`src/rtl/seq_alu_exec.sv`:
```
// rtl/seq_alu_exec.sv - sequential ALU with iterative (or optional barrel) shifter
//
// Purpose: executes one ALU operation per accepted request. ADD/SUB/AND/OR/XOR/LUI
//          and the reserved codes finish one cycle after the accepting edge. SRL/SLL
//          shift one bit per cycle, so a shift of n finishes 1+n cycles after accept.
//
// Configuration macro: SEQ_ALU_FAST_SHIFT_EN
//          defined   - SRL/SLL use a single-cycle barrel shifter; SHIFT is never entered.
//          undefined - iterative shifting (default build).
//
// Ports:
//   clk              in   rising-edge clock
//   reset            in   synchronous active-high reset
//   start_i          in   request; accepted when busy_o is low
//   ALU_Operation_i  in   [3:0] operation code
//   A_i, B_i         in   [DATA_WIDTH-1:0] operands (B_i low bits give shift amount)
//   busy_o           out  high while an iterative shift is in progress
//   done_o           out  one-cycle pulse, result valid
//   ALU_Result_o     out  [DATA_WIDTH-1:0] registered result
//   Zero_o           out  registered, high when ALU_Result_o is zero

module seq_alu_exec #(
    parameter int DATA_WIDTH = 32
) (
    input  logic                  clk,
    input  logic                  reset,
    input  logic                  start_i,
    input  logic [3:0]            ALU_Operation_i,
    input  logic [DATA_WIDTH-1:0] A_i,
    input  logic [DATA_WIDTH-1:0] B_i,
    output logic                  busy_o,
    output logic                  done_o,
    output logic [DATA_WIDTH-1:0] ALU_Result_o,
    output logic                  Zero_o
);

    localparam int SHW = $clog2(DATA_WIDTH);

    typedef enum logic [1:0] {
        ST_IDLE  = 2'd0,
        ST_SHIFT = 2'd1,
        ST_DONE  = 2'd2
    } state_t;

    state_t                state;
    logic [SHW-1:0]        count;
    logic                  dir_left;
    logic [DATA_WIDTH-1:0] result;
    logic                  zero;
    logic                  busy;
    logic                  done;

    logic [SHW-1:0]        shamt;
    logic                  is_shift;
    logic                  go_iter;
    logic [19:0]           b_low20;
    logic [DATA_WIDTH-1:0] lui_val;
    logic [DATA_WIDTH-1:0] op_result;
    logic [DATA_WIDTH-1:0] stepped;

    assign shamt    = B_i[SHW-1:0];
    assign is_shift = (ALU_Operation_i[3:1] == 3'b011);

    // Cast handles widths below 20 bits (zero-extend) as well as wider ones.
    assign b_low20  = 20'(B_i);
    assign lui_val  = DATA_WIDTH'({b_low20, 12'b0});

`ifdef SEQ_ALU_FAST_SHIFT_EN
    assign go_iter = 1'b0;
`else
    assign go_iter = is_shift && (shamt != '0);
`endif

    always_comb begin
        op_result = '0;
        case (ALU_Operation_i)
            4'b0000: op_result = A_i + B_i;
            4'b0001: op_result = A_i - B_i;
            4'b0010: op_result = A_i & B_i;
            4'b0011: op_result = A_i | B_i;
            4'b0100: op_result = A_i ^ B_i;
            4'b0101: op_result = lui_val;
`ifdef SEQ_ALU_FAST_SHIFT_EN
            4'b0110: op_result = A_i >> shamt;
            4'b0111: op_result = A_i << shamt;
`else
            // Only reached directly when the shift amount is zero.
            4'b0110,
            4'b0111: op_result = A_i;
`endif
            default: op_result = '0;
        endcase
    end

    assign stepped = dir_left ? (result << 1) : (result >> 1);

    always_ff @(posedge clk) begin
        if (reset) begin
            state    <= ST_IDLE;
            count    <= '0;
            dir_left <= 1'b0;
            result   <= '0;
            zero     <= 1'b1;
            busy     <= 1'b0;
            done     <= 1'b0;
        end else begin
            case (state)
                ST_SHIFT: begin
                    // start_i is deliberately not looked at here.
                    result <= stepped;
                    zero   <= (stepped == '0);
                    count  <= count - SHW'(1);
                    if (count == SHW'(1)) begin
                        state <= ST_DONE;
                        busy  <= 1'b0;
                        done  <= 1'b1;
                    end
                end
                default: begin
                    if (start_i) begin
                        if (go_iter) begin
                            state    <= ST_SHIFT;
                            result   <= A_i;
                            zero     <= (A_i == '0);
                            count    <= shamt;
                            dir_left <= ALU_Operation_i[0];
                            busy     <= 1'b1;
                            done     <= 1'b0;
                        end else begin
                            state  <= ST_DONE;
                            result <= op_result;
                            zero   <= (op_result == '0);
                            busy   <= 1'b0;
                            done   <= 1'b1;
                        end
                    end else begin
                        state <= ST_IDLE;
                        busy  <= 1'b0;
                        done  <= 1'b0;
                    end
                end
            endcase
        end
    end

    assign busy_o       = busy;
    assign done_o       = done;
    assign ALU_Result_o = result;
    assign Zero_o       = zero;

endmodule

```
`config.mk`:
```
export PLATFORM = sky130hd
export DESIGN_NAME = seq_alu_exec
export DESIGN_NICKNAME = d
export VERILOG_FILES = /design/src/rtl/seq_alu_exec.sv
export SDC_FILE = /design/constraint.sdc
export NUM_CORES = 1
export LEC_CHECK = 0
export CORE_MARGIN = 2
export CORE_UTILIZATION = 34
export DETAILED_ROUTE_END_ITERATION = 8
export DONT_BUFFER_PORTS = 1
export GPL_ROUTABILITY_DRIVEN = 0
export HOLD_SLACK_MARGIN = 0.12
export PLACE_DENSITY_LB_ADDON = 0.15
export SLEW_MARGIN = 20
export SYNTH_ARGS = -nofsm -noshare
export SYNTH_HDL_FRONTEND = slang
export SYNTH_SLANG_ARGS = --single-unit
```
`constraint.sdc`:
```
create_clock -name clk -period 12.85 [get_ports clk]
set_input_delay 2.57 -clock clk [delete_from_list [all_inputs] [get_ports clk]]
set_output_delay 2.57 -clock clk [all_outputs]
set_load 0.1 [all_outputs]
```
* Yosys cells after proc, flatten, opt, wreduce, memory -nomap -nowiden
Cells that the tools add are included.
** Cells by class
- Reductions and logical operators :: 11
- Equality and inequality tests :: 11
- Bitwise operators :: 4
- Muxes and demuxes :: 23
- $add $sub $neg :: 3
** Operators by type and width (number)
- 32-bit case mux with 7 select lines :: 1
- 32-bit 2-to-1 mux :: 4
- 32-bit logical NOT :: 3
- 32-bit adder :: 1
- 32-bit bitwise AND :: 1
- 32-bit OR :: 1
- 32-bit subtractor :: 1
- 32-bit XOR :: 1
- 4-bit by 3-bit == test with 1-bit output, second input constant :: 4
- 5-bit 2-to-1 mux :: 3
- 1-bit 2-to-1 mux :: 11
- 4-bit by 2-bit == test with 1-bit output, second input constant :: 2
- 2-bit 2-to-1 mux :: 4
- 5-bit by 1-bit == test with 1-bit output, second input constant :: 1
- 5-bit nonzero test :: 1
- 5-bit by 1-bit subtractor with 5-bit output, second input constant :: 1
- 4-bit by 1-bit == test with 1-bit output, second input constant :: 1
- 4-bit logical NOT :: 1
- 2-bit nonzero test :: 2
- 3-bit by 2-bit == test with 1-bit output, second input constant :: 1
- 3-bit AND reduction :: 1
- 2-bit by 1-bit == test with 1-bit output, second input constant :: 1
- 2-bit inequality test, second input constant :: 1
- 2-bit AND reduction :: 1
- 3 further kinds :: 3
** Storage, ports and cells
- Bits in registers :: 43
- Output and inout bits :: 35

* Longest topological paths before layout
- Word-level depth :: 7
- Depth in mapped cells :: 21

* Worst setup path before layout
Ideal clock, no wire load.
- Kind :: input to register
- From :: input ALU_Operation_i[1]
- To :: register zero (netlist: Zero_o)
- Data required time :: 12.790 ns
- Setup time :: 0.060 ns
- Slack :: 6.116 ns
- Path buffers :: 5
- Cell stages on the path :: 20
- Arrival time :: 6.674 ns
- Cells stage by stage :: buf_4 nor3_1 clkbuf_1 buf_2 buf_2 nand2_1 clkbuf_1 o31ai_1 xnor2_1 ha_1 a21oi_1 o21ai_0 or3_1 a211oi_2 nor2_1 xor2_1 a211oi_1 nand4_1 nor4b_1 a311o_1
** On the way
- Longest elaborated chain between the ends :: 7
- Elaborated cells on any way between the ends :: 16
** Ends and longest elaborated chain
- from (decl) :: RTL line 28 : input logic [3:0] ALU_Operation_i,
- 4-bit by 3-bit == test with 1-bit output :: RTL line 76 : case (ALU_Operation_i)
- 2-bit OR reduction :: RTL line 76
- 32-bit case mux with 7 select lines :: RTL line 76
- 32-bit logical NOT :: RTL line 132 : zero <= (op_result == '0);
- 1-bit 2-to-1 mux * :: RTL line 121 : if (go_iter) begin
- 1-bit 2-to-1 mux * :: RTL line 120 : if (start_i) begin
- 1-bit 2-to-1 mux * :: RTL line 107 : case (state)
- to (signal assigned) :: RTL line 111 : zero <= (stepped == '0);
- to (signal assigned) :: RTL line 124 : zero <= (A_i == '0);
- to (signal assigned) :: RTL line 132
- to (decl) :: RTL line 49 : logic zero;
Mark *: on every way between the ends. The rest lies on a longest branch, timed or not. The select of a mux whose other input is x is not followed.
A chain may end at the register's enable or synchronous reset.

* Final worst setup path
- From :: input B_i[3]
- To :: register zero (netlist: Zero_o)
** On the way
- Longest elaborated chain between the ends :: 6
- Elaborated cells on any way between the ends :: 12
** Ends and longest elaborated chain
- from (decl) :: RTL line 30 : input logic [DATA_WIDTH-1:0] B_i,
- 32-bit subtractor, or another cell as far along :: RTL line 78 : 4'b0001: op_result = A_i - B_i;
- 32-bit case mux with 7 select lines :: RTL line 76
- 32-bit logical NOT :: RTL line 132
- 1-bit 2-to-1 mux * :: RTL line 121
- 1-bit 2-to-1 mux * :: RTL line 120
- 1-bit 2-to-1 mux * :: RTL line 107
Marked as above.

==> results.cfg <==
[placed_design]
place_ws_ns = 5.28
place_inst = 1266
portBuffers = 0
place_hpwl_mm = 23.1
postPlaceCellArea_mm2 = 0.00765

[logic_synthesis]
synth_ff_type = dfxtp_1
async_flop_share = 0
synth_edf_count = 0
synth_seq_cells = 41
syn_area_mm2 = 0.00733
postSynthAreaPerCell_um2 = 7.15
syn_nets = 1197
ys.warnings.count = 0
synth_cell_type_count = 82
yosysSeqAreaShare = 0.112
syn_inst = 1026

[clocking]
cts.clk_slew.worst_paths_ns = 0.07
cts_setup_buffers = 0
cts_made_buffers = 5
ctsResizeCount = 0
ctsRootBufferMaster = clkbuf_16
cts_max_level = 2
cts_tree = yes
clockBufferDepth = 2
holdBufCountCts = 0
cts.sinks = 41
clkLatencyLatePin_ns = 0.30

[timing]
worst_pin_slew_ns = 1.19
setup_slack_ns = 5.41
period_share = 0.579
hold_violations = 0
min_period_ns = 7.44
finalSetupTns_ns = 0
timing.slew.headroom = 0.204
whs_ns = 0.495
finClkSkew_ns = 0.00911
fmax_mhz = 134
rsz0062_at_grt = no
drv_slew = 0
finalSetupViolCount = 0

[power]
switching_power_mw = 0.296
leakagePower_nw = 3.19
swShare = 0.467
seq_power_share = 0.283
p_total_mw = 0.635
p_int_mw = 0.338
ir_drop_v = 0.0000606
combPwrFrac = 0.483
p_clk_frac = 0.234
cellPowerDensity_mw_per_mm2 = 81.2

[cells_and_area]
final_cell_mix = 124 x nor2_1, 102 x a21oi_1, 99 x ha_1, 75 x nand2_1, 74 x inv_1
fill_cells = 2284
layout_commonest_cell = nor2_1
drive_gt1_frac = 0.0741
antenna_cells = 0
finish.utilization = 0.371
final_cells = 1274
finalNetCount = 1169
syn2layout_area_growth_pct = 6.55
fin_area_mm2 = 0.00781

[setup_path]
cp-start-kind = primary input
path_max_fanout = 9
reg2reg_slack_ns = 9.32
cp.arrival_ns = 7.68
critical_path_required_ns = 13.09
r2r_end = Zero_o
crit_type = in -> reg
crit_path_start = B_i[3]
cp-end-kind = flip-flop
reg2reg_from = busy_o
reg2regPathDepth = 11

[grt]
gr-usage-all-layers = 0.260
grt_overflow = 0
gr-max-usage-layer = met2
antenna_found_initial = 0
use_met1 = 0.354
gr-usage-met3 = 0.0590
grt_pass1_wl_mm = 45.2
grt_use_met2 = 0.405
grt_max_degree = 61
grt_pass1_vias = 7379

[floorplanning]
die_w_um = 151
boundaryPins = 106
rows = 53
dieArea_mm2 = 0.0228
core_mm2 = 0.0211
initial_core_util = 0.348
die_h_um = 151

[run_status]
outcome = finished, final reports clean

[routing]
via_per_inst = 6.16
detail_route.iter0.violations = 936
first_pass_iters = 7
postRouteAntennaNets = 0
num_vias = 7849
totalWireLength_mm = 29.8
remaining_drc_errors = 0
routedWlPerCell_um = 23.4

[job]
max_cap_violations = 0

[min_path]
holdPathStages = 2
hold_end = count[4]
hold_path_class = reg -> reg
hp-start = count[4]
routing by layer:
| metal | vias up | share of wire |
|---|---|---|
| li1 | 3735 | - |
| met1 | 3709 | 0.43 |
| met2 | 346 | 0.45 |
| met3 | 59 | 0.086 |
| met4 | 0 | 0.035 |
| met5 | - | 0 |
critical path, stage by stage:
cell and delay [ns]:
nor4_2 0.39, nand3_1 0.17, nor3_1 0.21, nand3_1 0.19
or4_1 0.61, nor2_1 0.33, a31oi_1 0.17, xnor2_1 0.18
ha_1 0.43, or3b_2 0.16, a21oi_1 0.06, a2111oi_2 0.61
nand4_1 0.15, nor4_1 0.35, nand4_1 0.17, nor4_1 0.30
nand4_1 0.12, nor4b_1 0.29, a311o_1 0.21
worst max-delay path by stage:
stage / to / slack [ns] / cells past startpoint
2_1_floorplan: Zero_o / 6.12 / 20
3_5_place_dp: Zero_o / 5.28 / 19
5_1_grt: Zero_o / 5.01 / 19
3_3_place_gp: Zero_o / 5.45 / 19
4_1_cts: Zero_o / 5.58 / 19
6_report: Zero_o / 5.41 / 19
final cells by class:
type / instances / area, µm² / share of cell area
tap: 275 / 344 / 0.0440
multi-input combinational: 850 / 6010 / 0.769
clock buffer: 6 / 129 / 0.0165
timing repair buffer: 26 / 195 / 0.0250
clock inverter: 2 / 38.8 / 0.00496
sequential: 41 / 822 / 0.105
inverter: 74 / 278 / 0.0355
synth_stat cells (all sizes together), types with 3 or more instances:
library cell	count	area share
nand2	75	0.038
nor3	20	0.014
a211o	4	0.0048
a222oi	16	0.022
inv	74	0.038
or3	5	0.0056
nand2b	14	0.012
nor2	125	0.066
buf	19	0.013
o41ai	3	0.0046
dfxtp	41	0.11
or3b	3	0.0036
nor4b	5	0.0077
nor4	25	0.022
clkbuf	42	0.022
a211oi	29	0.030
a221oi	7	0.0084
a31oi	11	0.010
nor2b	8	0.0068
a21oi	102	0.070
a22oi	12	0.012
xnor2	39	0.048
o21a	6	0.0061
nand3b	5	0.0051
o31ai	12	0.012
o2111ai	3	0.0044
ha	99	0.17
mux2	9	0.014
nor3b	4	0.0048
and2	6	0.0051
or2	4	0.0034
nand4	20	0.017
a41oi	3	0.0061
o211ai	24	0.025
and3	4	0.0034
xor2	8	0.0096
nand3	21	0.014
mux2i	29	0.040
o211a	3	0.0041
o21ai	40	0.027
a221o	4	0.0055
a21o	10	0.010
logic make-up after synthesis:
logic type      share of synthesized area
fa+ha+maj                           0.172
buf+inv                            0.0727
mux                                0.0534
compound gates                      0.297
xor+xnor                           0.0572
simple gates                        0.236
flops                               0.112
state kept, by name, summed over array words and instances, names as in the netlist:
name,cells
ALU_Result_o,32
count,5
Zero_o,1
busy_o,1
dir_left,1
done_o,1
power by group through the flow:
stage | clock network (mW) | registers, mW | logic [mW]
final | 0.149 | 0.180 | 0.306
after global routing | 0.155 | 0.181 | 0.333
after CTS | 0.151 | 0.180 | 0.302
after detailed placement | 0 | 0.183 | 0.300
after global placement | 0 | 0.183 | 0.302
after floorplan | 0 | 0.210 | 0.203
Note: power is estimated with default switching activity, not from simulation.
